$ cat config.mk
export PLATFORM = sky130hd
export DESIGN_NAME = gpio_reg_arbiter
export DESIGN_NICKNAME = d
export VERILOG_FILES = /design/src/rtl/gpio_reg_arbiter.sv
export SDC_FILE = /design/constraint.sdc
export NUM_CORES = 1
export LEC_CHECK = 0
export CORE_ASPECT_RATIO = 1.4
export CORE_MARGIN = 4
export CORE_UTILIZATION = 38
export DETAILED_ROUTE_END_ITERATION = 12
export MAX_ROUTING_LAYER = met4
export PLACE_DENSITY = 0.81
export SLEW_MARGIN = 30
export SYNTH_ARGS = -nofsm -noshare
export SYNTH_HDL_FRONTEND = slang
export SYNTH_SLANG_ARGS = --single-unit
$ cat constraint.sdc
create_clock -name PCLK -period 2.4 [get_ports PCLK]
set_input_delay 0.48 -clock PCLK [delete_from_list [all_inputs] [get_ports PCLK]]
set_output_delay 0.48 -clock PCLK [all_outputs]
set_load 0.05 [all_outputs]
$ cat src/rtl/gpio_reg_arbiter.sv
// Two-requester round-robin arbiter for the GPIO register-file port.
// The winning command is latched and held on the port until gpio_ready or timeout, then acked for one cycle.
module gpio_reg_arbiter #(
    parameter int DATA_WIDTH = 32,
    parameter int ADDR_WIDTH = 32,
    parameter int TIMEOUT    = 16
) (
    input  logic                    PCLK,
    input  logic                    PRESETn,
    input  logic [1:0]              req,
    input  logic [1:0]              req_wr,
    input  logic [ADDR_WIDTH-1:0]   req_addr0,
    input  logic [ADDR_WIDTH-1:0]   req_addr1,
    input  logic [DATA_WIDTH-1:0]   req_wdata0,
    input  logic [DATA_WIDTH-1:0]   req_wdata1,
    input  logic [DATA_WIDTH/8-1:0] req_strb0,
    input  logic [DATA_WIDTH/8-1:0] req_strb1,
    output logic [1:0]              ack,
    output logic [DATA_WIDTH-1:0]   rsp_rdata,
    output logic                    rsp_error,
    output logic                    gpio_wr_en,
    output logic                    gpio_rd_en,
    output logic [ADDR_WIDTH-1:0]   gpio_reg_addr,
    output logic [DATA_WIDTH-1:0]   gpio_wdata,
    output logic [DATA_WIDTH/8-1:0] gpio_strb,
    input  logic [DATA_WIDTH-1:0]   gpio_rdata,
    input  logic                    gpio_ready,
    input  logic                    gpio_error,
    output logic                    busy
);

    typedef enum logic [1:0] {
        IDLE   = 2'd0,
        ACCESS = 2'd1,
        DONE   = 2'd2
    } state_t;

    localparam logic [7:0] CNT_LAST = 8'(TIMEOUT - 1);

    state_t     state;
    state_t     state_nxt;
    logic       rr_ptr;
    logic       grant_q;
    logic       wr_q;
    logic       win;
    logic [7:0] cnt;

    always_comb begin
        // NOTE: every always_comb output gets a default first so no path leaves it unassigned (no latch).
        state_nxt = state;
        win       = rr_ptr;
        case (req)
            2'b01:   win = 1'b0;
            2'b10:   win = 1'b1;
            default: win = rr_ptr;
        endcase

        case (state)
            IDLE:    if (|req) state_nxt = ACCESS;
            ACCESS:  if (gpio_ready || cnt == CNT_LAST) state_nxt = DONE;
            DONE:    state_nxt = IDLE;
            default: state_nxt = IDLE;
        endcase
    end

    always_ff @(posedge PCLK) begin
        // NOTE: reset is sampled on the clock edge here, so it must sit inside the clocked branch, not the sensitivity list.
        if (!PRESETn) begin
            state         <= IDLE;
            rr_ptr        <= 1'b0;
            grant_q       <= 1'b0;
            wr_q          <= 1'b0;
            cnt           <= '0;
            rsp_rdata     <= '0;
            rsp_error     <= 1'b0;
            gpio_reg_addr <= '0;
            gpio_wdata    <= '0;
            gpio_strb     <= '0;
        end else begin
            // NOTE: state registers use non-blocking assignment so every flop sees pre-edge values.
            state <= state_nxt;
            case (state)
                IDLE: begin
                    if (|req) begin
                        grant_q       <= win;
                        wr_q          <= req_wr[win];
                        gpio_reg_addr <= win ? req_addr1  : req_addr0;
                        gpio_wdata    <= win ? req_wdata1 : req_wdata0;
                        gpio_strb     <= win ? req_strb1  : req_strb0;
                        cnt           <= '0;
                    end
                end
                ACCESS: begin
                    // gpio_ready takes priority over a timeout landing in the same cycle
                    if (gpio_ready) begin
                        rsp_rdata <= wr_q ? '0 : gpio_rdata;
                        rsp_error <= gpio_error;
                    end else if (cnt == CNT_LAST) begin
                        rsp_rdata <= '0;
                        rsp_error <= 1'b1;
                    end else begin
                        cnt <= cnt + 8'd1;
                    end
                end
                DONE:    rr_ptr <= ~grant_q;
                default: ;
            endcase
        end
    end

    // Strobes and ack decode only from registered state, keeping them glitch-free
    assign gpio_wr_en = (state == ACCESS) &&  wr_q;
    assign gpio_rd_en = (state == ACCESS) && !wr_q;
    assign ack        = (state == DONE) ? (grant_q ? 2'b10 : 2'b01) : 2'b00;
    assign busy       = (state != IDLE);

endmodule

# Yosys cells after proc, flatten, opt, wreduce, memory -nomap -nowiden

Cells that the tools add are included.

Input port bits: 176
Bits in registers: 114

Order comparisons: 1
Equality and inequality tests: 9
Muxes and demuxes: 20
Add/subtract/negate cells: 1
Reduce and logical (&&, ||, !) cells: 13
Bitwise operators: 1

Operator list:

| kind                                                 | number |
|---|---|
| 2-to-1 mux 32 bit                                    | 5 |
| 2-to-1 mux 8 bit                                     | 3 |
| one-hot mux 8 bit (2 select lines)                   | 1 |
| adder 8 x 1 -> 8 bit (second input constant)         | 1 |
| equality test 8 x 4 -> 1 bit (second input constant) | 1 |
| 2-to-1 mux 2 bit                                     | 4 |
| != test 2 bit (second input constant)                | 4 |
| AND reduction 2 bit                                  | 3 |
| nonzero test 2 bit                                   | 3 |
| equality test 2 x 1 -> 1 bit (second input constant) | 2 |
| equality test 2 bit (second input constant)          | 2 |
| 2-to-1 mux 1 bit                                     | 4 |
| 2-to-1 mux 4 bit                                     | 1 |
| one-hot mux 2 bit (2 select lines)                   | 1 |
| AND reduction 4 bit                                  | 1 |
| logical AND 1 bit                                    | 2 |
| logical NOT 2 bit                                    | 1 |
| < comparator 1 x 2 -> 1 bit (second input constant)  | 1 |
| one-hot mux 1 bit (2 select lines)                   | 1 |
| OR reduction 2 bit                                   | 1 |
| logical NOT 1 bit                                    | 1 |
| logical OR 1 bit                                     | 1 |
| inverter 1 bit                                       | 1 |

# Depth between registers and ports, before layout

Gate-level depths: netlist of the first run.

Depth in word-level cells: 4
Gate-level depth with buffers: 7
Mapped depth without buffers: 5

# Worst setup path before layout of the first run

No wires, ideal clock.

Path kind: register to register
Start point: register state[0]
End point: register rsp_rdata[10]
Cell stages (with the launch flop): 8
Path slack: 318 ps
Data required time: 2340 ps
Arrival time: 2022 ps
Clock period less this slack: 2082 ps
Path buffers: 3
Cell sequence: dfxtp_1 nor2b_1 buf_4 nor2b_1 and3_1 buf_2 buf_2 a22o_1

Longest elaborated chain between the ends: 2

Ends and longest elaborated chain:

| what                                 | line | text |
|---|---|---|
| start, declared                      | 40   | `state_t state;` |
| start signal, assigned               | 81   | `state <= state_nxt;` |
| equality test 2 x 1 -> 1 bit         | 82   | `case (state)` |
| AND reduction 2 bit (no source line) | -    |  |
| end signal, assigned                 | 96   | `rsp_rdata <= wr_q ? '0 : gpio_rdata;` |
| end, declared                        | 19   | `output logic [DATA_WIDTH-1:0] rsp_rdata,` |

No other way between the ends.
A chain may end at the register's enable or synchronous reset.

# Worst setup path in the final report of the first run

Start point: input req[1]
End point: register gpio_wdata[0]

Longest elaborated chain between the ends: 3
Elaborated cells on any way between the ends: 6

Ends and longest elaborated chain:

| what                                                                       | line | text |
|---|---|---|
| start, declared                                                            | 10   | `input logic [1:0] req,` |
| equality test 2 bit / equality test 2 x 1 -> 1 bit (equally long branches) | 52   | `case (req)` |
| one-hot mux 1 bit (2 select lines)                                         | 52   |  |
| 2-to-1 mux 32 bit                                                          | 88   | `gpio_wdata <= win ? req_wdata1 : req_wdata0;` |
| end signal, assigned                                                       | 88   |  |
| end, declared                                                              | 24   | `output logic [DATA_WIDTH-1:0] gpio_wdata,` |

Several ways; a longest one is shown, not always the timed one.

==> impl_metrics.env, run 1 <==
export IMPL_layout_common_cells="clkdlybuf4s50_1 (276), dfxtp_1 (114), nor2_1 (73)"
export IMPL_core_area_mm2=0.0120
export IMPL_syn_num_nets=641
export IMPL_r2r_cells=5
export IMPL_p_int_w=0.00436
export IMPL_yosys_warnings=0
export IMPL_period_share_pct=86.9
export IMPL_cts_sinks=114
export IMPL_rrSetupSlack_ns=0.58
export IMPL_layout_drive_gt1_share_pct=8.63
export IMPL_cts_buffers=17
export IMPL_worstHoldPathCells=1
export IMPL_synth_mux_area_share_pct=14.8
export IMPL_finalHoldViolations=0
export IMPL_status="completed"
export IMPL_synth_top_family_by_area="compound AO/OA/AOI/OAI gates"
export IMPL_gp_congestion=0.800
export IMPL_clock_skew_ns=0.00695
export IMPL_hold_start="rsp_rdata[20]"
export IMPL_antenna_found_initial=1
export IMPL_ioPinCount=282
export IMPL_p_leak_nw=3.54
export IMPL_initial_core_util_pct=39.4
export IMPL_antenna_left=0
export IMPL_worst_slack_ns=0.316
export IMPL_cts_tree="yes"
export IMPL_worst_pin_slew_ns=0.592
export IMPL_clockRootBuffer="clkbuf_16"
export IMPL_hp_class="reg -> reg"
export IMPL_synth_compound_area_share_pct=20.2
export IMPL_layout_min_cycle_time_ns=2.08
export IMPL_reg2reg_to="cnt[3]"
export IMPL_max_vdd_ir_drop_uv=487
export IMPL_ys_seq_area_share_pct=48.3
export IMPL_synth_seq_cells=114
export IMPL_sw_frac_of_total_pct=31.0
export IMPL_dp_hpwl_mm=12.6
export IMPL_synthAdderAreaFrac_pct=0.794
export IMPL_crit_path_start_kind="primary input"
export IMPL_io_buffers=281
export IMPL_hold_end="rsp_rdata[20]"
export IMPL_post_place_ws_ns=-0.106
export IMPL_rows=47
export IMPL_cp_arrival_ns=2.36
export IMPL_drt_wl_total_mm=16.3
export IMPL_path_clk_slew_ns=0.05
export IMPL_cts_path_max_buffers=2
export IMPL_grt_pass1_wl_mm=24.6
export IMPL_area_delta_synth_final_pct=75.3
export IMPL_yosysUniqueCellTypes=44
export IMPL_drt_iter0_markers=122
export IMPL_p_sw_w=0.00196
export IMPL_cts_setup_buffers=0
export IMPL_fin_nets=919
export IMPL_dp_cells=868
export IMPL_synth_area_mm2=0.00472
export IMPL_synthesis_instances=462
export IMPL_fillers=931
export IMPL_die_area_mm2=0.0143
export IMPL_crit_path_max_fanout=8
export IMPL_grt_max_degree=82
export IMPL_dieHeight_um=140
export IMPL_viasPerCell=5.16
export IMPL_synth_edf_count=0
export IMPL_timing_rr_start="cnt[4]"
export IMPL_grt_pass1_vias=4847
export IMPL_syn_area_per_cell_um2=10.2
export IMPL_grt_usage_pct=22.9
export IMPL_ys_flop_type="dfxtp_1"
export IMPL_clock_fmax_mhz=480
export IMPL_worstSetupEndpointType="flop"
export IMPL_dr_pass1_iters=4
export IMPL_async_reset_ff_share_pct=0
export IMPL_num_vias=4653
export IMPL_cp_required_ns=2.67
export IMPL_drc=0
export IMPL_drv_cap=0
export IMPL_synth_simple_area_share_pct=10.3
export IMPL_setup_viol=0
export IMPL_power_density_mw_per_mm2=763
export IMPL_p_clk_share_pct=37.6
export IMPL_drv_slew=0
export IMPL_layout_commonest_cell="clkdlybuf4s50_1"
export IMPL_die_w_um=102
export IMPL_p_comb_share_pct=28.2
export IMPL_htree_levels=4
export IMPL_critPathKind="in -> reg"
export IMPL_clock_latency_ns=0.40
export IMPL_avgRoutedWirePerCell_um=18.1
export IMPL_stdcell_count=901
export IMPL_synth_xor_area_share_pct=0
export IMPL_rsz0062_at_grt="false"
export IMPL_relSlewSlack_pct=60.5
export IMPL_seqPwrFrac_pct=34.2
export IMPL_overflow=0
cell type report:
cell class	count	area, µm²	area share, %
inverter	6	22.5	0.272
timing repair buffer	300	3030	36.6
clock buffer	21	450	5.44
tap	147	184	2.22
antenna	1	2.50	0.0302
sequential	114	2280	27.6
clock inverter	11	113	1.36
multi-input combinational	301	2200	26.5
power groups by stage:
| stage | clock network [W] | registers [W] | logic [W] |
|---|---|---|---|
| 2_1_floorplan | 0 | 0.00273 | 0.000488 |
| 3_5_place_dp | 0 | 0.00219 | 0.00178 |
| 3_3_place_gp | 0 | 0.00219 | 0.00176 |
| 6_report | 0.00238 | 0.00216 | 0.00178 |
| 5_1_grt | 0.00252 | 0.00218 | 0.00187 |
| 4_1_cts | 0.00243 | 0.00216 | 0.00179 |
sequential cells by signal (all words and copies together) (netlist names):
| name | cells |
|---|---|
| gpio_reg_addr | 32 |
| grant_q | 1 |
| rsp_rdata | 32 |
| gpio_wdata | 32 |
| wr_q | 1 |
| gpio_strb | 4 |
| state | 2 |
| rsp_error | 1 |
| cnt | 8 |
| rr_ptr | 1 |
metal layers:
layer	up-vias	share of wire [%]	track usage, %
met2	251	51	39.8
met1	2111	35	22.0
met3	26	11	10.6
met4	0	2.5	7.67
li1	2265	-	-
met5	-	0	-
Yosys cell counts (2+ instances only):
cell type | number | share of area (%)
nand2_1 | 3 | 0.24
or3_1 | 2 | 0.26
ha_1 | 3 | 0.79
mux2i_1 | 70 | 15
clkbuf_1 | 10 | 0.79
dfxtp_1 | 114 | 48
and3_1 | 2 | 0.26
a21oi_1 | 6 | 0.64
nor2_1 | 74 | 5.9
nor2b_1 | 2 | 0.26
a311oi_1 | 3 | 0.56
inv_1 | 5 | 0.40
buf_6 | 4 | 0.95
a22o_1 | 32 | 5.9
nand3b_1 | 2 | 0.32
and3_2 | 2 | 0.32
buf_2 | 23 | 2.4
a211oi_1 | 70 | 11
nand3_1 | 7 | 0.74
a31oi_1 | 4 | 0.53
worst max-delay path by stage:
stage,start,end,slack [ns],cells after the start
after global placement,req[1],gpio_wdata[0],-0.09,8
after global routing,req[1],gpio_wdata[23],0.23,8
after floorplan,state[0],rsp_rdata[10],0.32,7
after CTS,state[1],busy,0.006,2
final,req[1],gpio_wdata[0],0.32,8
after detailed placement,req[1],gpio_wdata[0],-0.11,8
worst max-delay path, cell delays in order:
cell and delay, ns:
clkdlybuf4s50_1 0.48, inv_1 0.05, ha_1 0.33, mux2i_4 0.28, buf_12 0.16, buf_4 0.18, mux2i_1 0.28, a211oi_1 0.11
per-stage QoR:
step / power (W) / util (%) / hold slack [ns] / TNS [ns] / instance area, µm²
2_1_floorplan: 0.00322 / - / 0.456 / 0 / 4720
3_3_place_gp: 0.00394 / 64.3 / 0.457 / -0.131 / 7710
3_5_place_dp: 0.00398 / 64.3 / 0.453 / -0.390 / 7710
4_1_cts: 0.00638 / 69.0 / 0.473 / 0 / 8270
5_1_grt: 0.00657 / 69.0 / 0.483 / 0 / 8280
6_report: 0.00632 / 69.0 / 0.471 / 0 / 8280
cells by family (layout without fill, tap and decap cells):
family	count (synthesis)	in the layout
other	0	1
DFF	114	114
muxes	70	70
adders and majority gates	3	3
buffers and inverters	47	338
and+or+nand+nor	105	105
AOI/OAI and AO/OA	123	123
repair_timing:
action	in CTS	in global routing
hold buffers	0	0
setup endpoints to repair	0	2
gates resized for setup	0	2
(Power assumes the default switching activity.)
==> inputs of run 2 (changes only) <==
- PLACE_DENSITY: 0.81 -> 0.9
==> run 2 against run 1 <==
- sequential cell count is the same
- clock-buffer cell count grew 3
- sequential power is essentially flat
- first-iteration DRC count grew 15%
- final cell count shrank 0.67%
- critical path type is now reg -> out
- highest routed layer unchanged
==> impl_metrics.env, run 2 (same netlist as run 1, synthesis figures left out) <==
export IMPL_status="completed"
export IMPL_holdWs_ns=0.467
export IMPL_cts_tree="yes"
export IMPL_hold_end="rsp_rdata[8]"
export IMPL_timing_rr_start="cnt[4]"
export IMPL_finalHoldViolations=0
export IMPL_drc=0
export IMPL_post_place_ws_ns=-0.0885
export IMPL_drv_slew=0
export IMPL_antennaDiodeCount=0
export IMPL_path_buf_inv=1
export IMPL_cp_arrival_ns=1.84
export IMPL_ioPinCount=282
export IMPL_rsz0062_at_grt="false"
export IMPL_core_area_mm2=0.0120
export IMPL_drt_wl_total_mm=16.3
export IMPL_io_buffers=281
export IMPL_crit_chain="or2_1, clkdlybuf4s50_1"
export IMPL_clock_skew_ns=0.00674
export IMPL_dp_cells=867
export IMPL_max_vdd_ir_drop_uv=380
export IMPL_crit_path_start_kind="flop"
export IMPL_worst_path_max_delay_cell="clkdlybuf4s50_1"
export IMPL_htree_levels=4
export IMPL_rrSetupSlack_ns=0.50
export IMPL_layout_drive_gt1_share_pct=8.56
export IMPL_grt_max_degree=91
export IMPL_post_cts_resized=0
export IMPL_p_leak_nw=3.53
export IMPL_critPathKind="reg -> out"
export IMPL_cts_setup_buffers=0
export IMPL_dpl_instance_area_mm2=0.00771
export IMPL_setup_viol=0
export IMPL_period_share_pct=96.7
export IMPL_fin_nets=918
export IMPL_viasPerCell=5.26
export IMPL_cpPeakStageDelay_ns=0.83
export IMPL_crit_start="state[1]"
export IMPL_cp_required_ns=1.92
export IMPL_layout_common_cells="clkdlybuf4s50_1 (277), dfxtp_1 (114), nor2_1 (73)"
export IMPL_worstHoldPathCells=1
export IMPL_clockRootBuffer="clkbuf_16"
export IMPL_path_clk_slew_ns=0.05
export IMPL_hp_class="reg -> reg"
export IMPL_worst_pin_slew_ns=0.587
export IMPL_cts_sinks=114
export IMPL_cpLargestDelayFamily="buffers and inverters"
export IMPL_num_vias=4712
export IMPL_largestRegisters="gpio_reg_addr: 32 flops, gpio_wdata: 32 flops, rsp_rdata: 32 flops"
export IMPL_overflow=0
export IMPL_drv_cap=0
export IMPL_grt_pass1_wl_mm=24.8
export IMPL_grt_pass1_vias=5032
export IMPL_cts_path_max_buffers=2
export IMPL_area_delta_synth_final_pct=75.8
export IMPL_tns_ns=0
export IMPL_crit_path_max_fanout=5
export IMPL_antenna_found_initial=0
export IMPL_fillers=832
export IMPL_hold_buffers=0
export IMPL_hold_start="rsp_rdata[8]"
export IMPL_rows=47
export IMPL_dp_hpwl_mm=12.6
export IMPL_worstSetupEndpointType="output pin"
export IMPL_final_area_mm2=0.00831
export IMPL_die_w_um=102
export IMPL_layout_min_cycle_time_ns=2.32
export IMPL_clock_latency_ns=0.39
export IMPL_relSlewSlack_pct=60.9
export IMPL_stdcell_count=895
export IMPL_die_area_mm2=0.0143
export IMPL_dr_pass1_iters=4
export IMPL_worst_slack_ns=0.0782
export IMPL_power_density_mw_per_mm2=776
export IMPL_layout_commonest_cell="clkdlybuf4s50_1"
export IMPL_cts_buffers=17
export IMPL_dieHeight_um=140
export IMPL_initial_core_util_pct=39.4
export IMPL_grt_usage_pct=22.8
export IMPL_drt_iter0_markers=140
export IMPL_clock_fmax_mhz=431
export IMPL_avgRoutedWirePerCell_um=18.2
export IMPL_reg2reg_to="cnt[4]"
export IMPL_gp_congestion=0.773
export IMPL_r2r_cells=5
export IMPL_antenna_left=0
[run 2: cell types whose count changed in the layout (fill, tap and decap cells not counted), sizes merged]
cell,before,now
clkbuf,21,24
clkinv,6,1
dlymetal6s2s,2,0
diode,1,0
clkdlybuf4s50,276,277
clkinvlp,3,1
[run 2: report_power, final]
part | switching [W] | internal (W) | total (W)
Clock | 0.000812 | 0.00170 | 0.00251
Combinational | 0.00102 | 0.000755 | 0.00178
Sequential | 0.0000984 | 0.00207 | 0.00216
Total | 0.00193 | 0.00452 | 0.00645
[run 2: per-layer routing]
| metal | part of all wire (%) | up-vias | GRT usage, % |
|---|---|---|---|
| met4 | 2.9 | 0 | 9.33 |
| met5 | 0 | - | - |
| met1 | 37 | 2151 | 23.4 |
| met3 | 8.0 | 35 | 6.12 |
| li1 | - | 2267 | - |
| met2 | 52 | 259 | 40.4 |
[run 2: cell type report]
class,instances,area (µm²),area share (%)
Inverter,6,22.5,0.271
Timing Repair Buffer,299,3030,36.4
Clock buffer,24,522,6.28
Tap cell,147,184,2.21
Sequential cell,114,2280,27.5
Multi-Input combinational cell,301,2200,26.5
Clock inverter,4,72.6,0.874
[run 2: metrics by stage]
| step | util, % | power [W] |
|---|---|---|
| 6_report | 69.2 | 0.00645 |
| 5_1_grt | 69.2 | 0.00671 |
| 4_1_cts | 69.2 | 0.00651 |
| 3_5_place_dp | 64.3 | 0.00398 |
| 3_3_place_gp | 64.3 | 0.00393 |
| 2_1_floorplan | - | 0.00322 |
[run 2: worst max-delay path by stage]
| stage | end | slack, ns | cells past startpoint |
|---|---|---|---|
| after CTS | busy | 0.05 | 2 |
| after global routing | busy | 0.002 | 2 |
| after floorplan | rsp_rdata[10] | 0.32 | 7 |
| after global placement | gpio_wdata[13] | -0.05 | 8 |
| after detailed placement | gpio_wdata[13] | -0.09 | 8 |
| final | busy | 0.08 | 2 |
==> inputs of run 3 (changes only) <==
- CTS_BUF_LIST: unset -> sky130_fd_sc_hd__clkbuf_16
==> run 3 against run 2 <==
- via count increased by 0.49%
- clock-buffer cell count decreased by 7
- utilization decreased by 0.58 points
- worst setup slack improved by 0.0027 ns
- power decreased by 3.7%
- die area unchanged
- global-route usage decreased by 0.14 points
- critical endpoint unchanged
- final cell count unchanged
- largest power group unchanged
- first-iteration DRC count increased by 0.71%
==> impl_metrics.env, run 3 (same netlist as run 1, synthesis figures left out) <==
export IMPL_p_comb_share_pct=28.6
export IMPL_power_density_mw_per_mm2=754
export IMPL_htree_levels=4
export IMPL_grt_max_degree=91
export IMPL_layout_drive_gt1_share_pct=7.62
export IMPL_worstHoldPathCells=1
export IMPL_fin_nets=918
export IMPL_path_clk_slew_ns=0.05
export IMPL_die_area_mm2=0.0143
export IMPL_initial_core_util_pct=39.4
export IMPL_final_util_pct=68.7
export IMPL_cts_path_max_buffers=2
export IMPL_drt_wl_total_mm=16.2
export IMPL_p_leak_nw=3.50
export IMPL_cts_tree="yes"
export IMPL_period_share_pct=96.6
export IMPL_antenna_left=0
export IMPL_antennaDiodeCount=0
export IMPL_drv_slew=0
export IMPL_rows=47
export IMPL_layout_common_cells="clkdlybuf4s50_1 (277), dfxtp_1 (114), nor2_1 (73)"
export IMPL_drc=0
export IMPL_viasPerCell=5.29
export IMPL_cts_buffers=17
export IMPL_layout_min_cycle_time_ns=2.32
export IMPL_cts_sinks=114
export IMPL_num_vias=4735
export IMPL_gp_congestion=0.773
export IMPL_ioPinCount=282
export IMPL_dr_pass1_iters=4
export IMPL_clock_fmax_mhz=431
export IMPL_p_sw_w=0.00192
export IMPL_hp_class="reg -> reg"
export IMPL_die_w_um=102
export IMPL_worst_pin_slew_ns=0.593
export IMPL_drv_cap=0
export IMPL_dp_hpwl_mm=12.6
export IMPL_max_vdd_ir_drop_uv=372
export IMPL_relSlewSlack_pct=60.5
export IMPL_largestRegisters="gpio_reg_addr: 32 flops, gpio_wdata: 32 flops, rsp_rdata: 32 flops"
export IMPL_clock_skew_ns=0.00682
export IMPL_crit_path_max_fanout=5
export IMPL_p_int_w=0.00429
export IMPL_rsz0062_at_grt="false"
export IMPL_finalHoldViolations=0
export IMPL_worstSetupEndpointType="output pin"
export IMPL_io_buffers=281
export IMPL_rrSetupSlack_ns=0.50
export IMPL_hold_buffers=0
export IMPL_clock_latency_ns=0.39
export IMPL_clockRootBuffer="clkbuf_16"
export IMPL_sw_frac_of_total_pct=30.9
export IMPL_dieHeight_um=140
export IMPL_overflow=0
export IMPL_core_area_mm2=0.0120
export IMPL_avgRoutedWirePerCell_um=18.1
export IMPL_grt_pass1_vias=5004
export IMPL_grt_pass1_wl_mm=24.7
export IMPL_antenna_found_initial=0
export IMPL_dpl_instance_area_mm2=0.00771
export IMPL_r2r_cells=5
export IMPL_crit_path_start_kind="flop"
export IMPL_area_delta_synth_final_pct=74.3
export IMPL_cp_required_ns=1.92
export IMPL_layout_commonest_cell="clkdlybuf4s50_1"
export IMPL_cts_setup_buffers=0
export IMPL_post_cts_resized=0
export IMPL_p_clk_share_pct=36.6
export IMPL_status="completed"
export IMPL_critPathKind="reg -> out"
export IMPL_grt_usage_pct=22.7
export IMPL_final_area_mm2=0.00824
export IMPL_seqPwrFrac_pct=34.8
export IMPL_setup_viol=0
export IMPL_cp_arrival_ns=1.84
export IMPL_drt_iter0_markers=141
[run 3: cell types whose count changed in the layout (fill, tap and decap cells not counted), sizes merged]
cell | previous run | this run
clkbuf | 24 | 17
clkinv | 1 | 8
[run 3: metrics by stage]
step	std cells	total power, W	TNS, ns	hold WS [ns]	setup slack [ns]
floorplan	462	0.00322	0	0.456	0.318
global placement	867	0.00393	-0.275	0.455	-0.0536
detailed placement	867	0.00398	-1.09	0.457	-0.0885
CTS	895	0.00627	0	0.473	0.0638
global route	895	0.00647	0	0.486	0.00389
finish	895	0.00621	0	0.467	0.0809
[run 3: layer usage]
metal / global-route usage [%] / up-vias / routed length, µm
met5: - / - / 0
met4: 9.54 / 0 / 506
met3: 6.07 / 39 / 1380
met2: 40.0 / 259 / 8430
met1: 23.2 / 2170 / 5870
li1: - / 2267 / -
[run 3: area by class of cell]
class	instances	area, µm²
tap	147	184
clock inverter	11	98.8
sequential	114	2280
multi-input combinational	301	2200
inverter	6	22.5
clock buffer	17	425
timing repair buffer	299	3030
fill	843	3760
[run 3: final timing paths]
| path | from | to |
|---|---|---|
| min reg2reg | rsp_rdata[8] | rsp_rdata[8] |
| max reg2reg | cnt[4] | cnt[4] |
| min | rsp_rdata[8] | rsp_rdata[8] |
| max | state[1] | busy |
[run 3: power groups by stage]
stage                     Clock [W]  Combinational [W]  Sequential [W]
after floorplan                   0           0.000488         0.00273
after global placement            0            0.00174         0.00219
after detailed placement          0            0.00178         0.00219
after CTS                   0.00232            0.00179         0.00216
after global routing        0.00242            0.00187         0.00218
final                       0.00227            0.00178         0.00216
[run 3: critical path, stage by stage, from the launching register on]
cell,delay (ns)
dfxtp_1,0.41
or2_1,0.20
clkdlybuf4s50_1,0.83
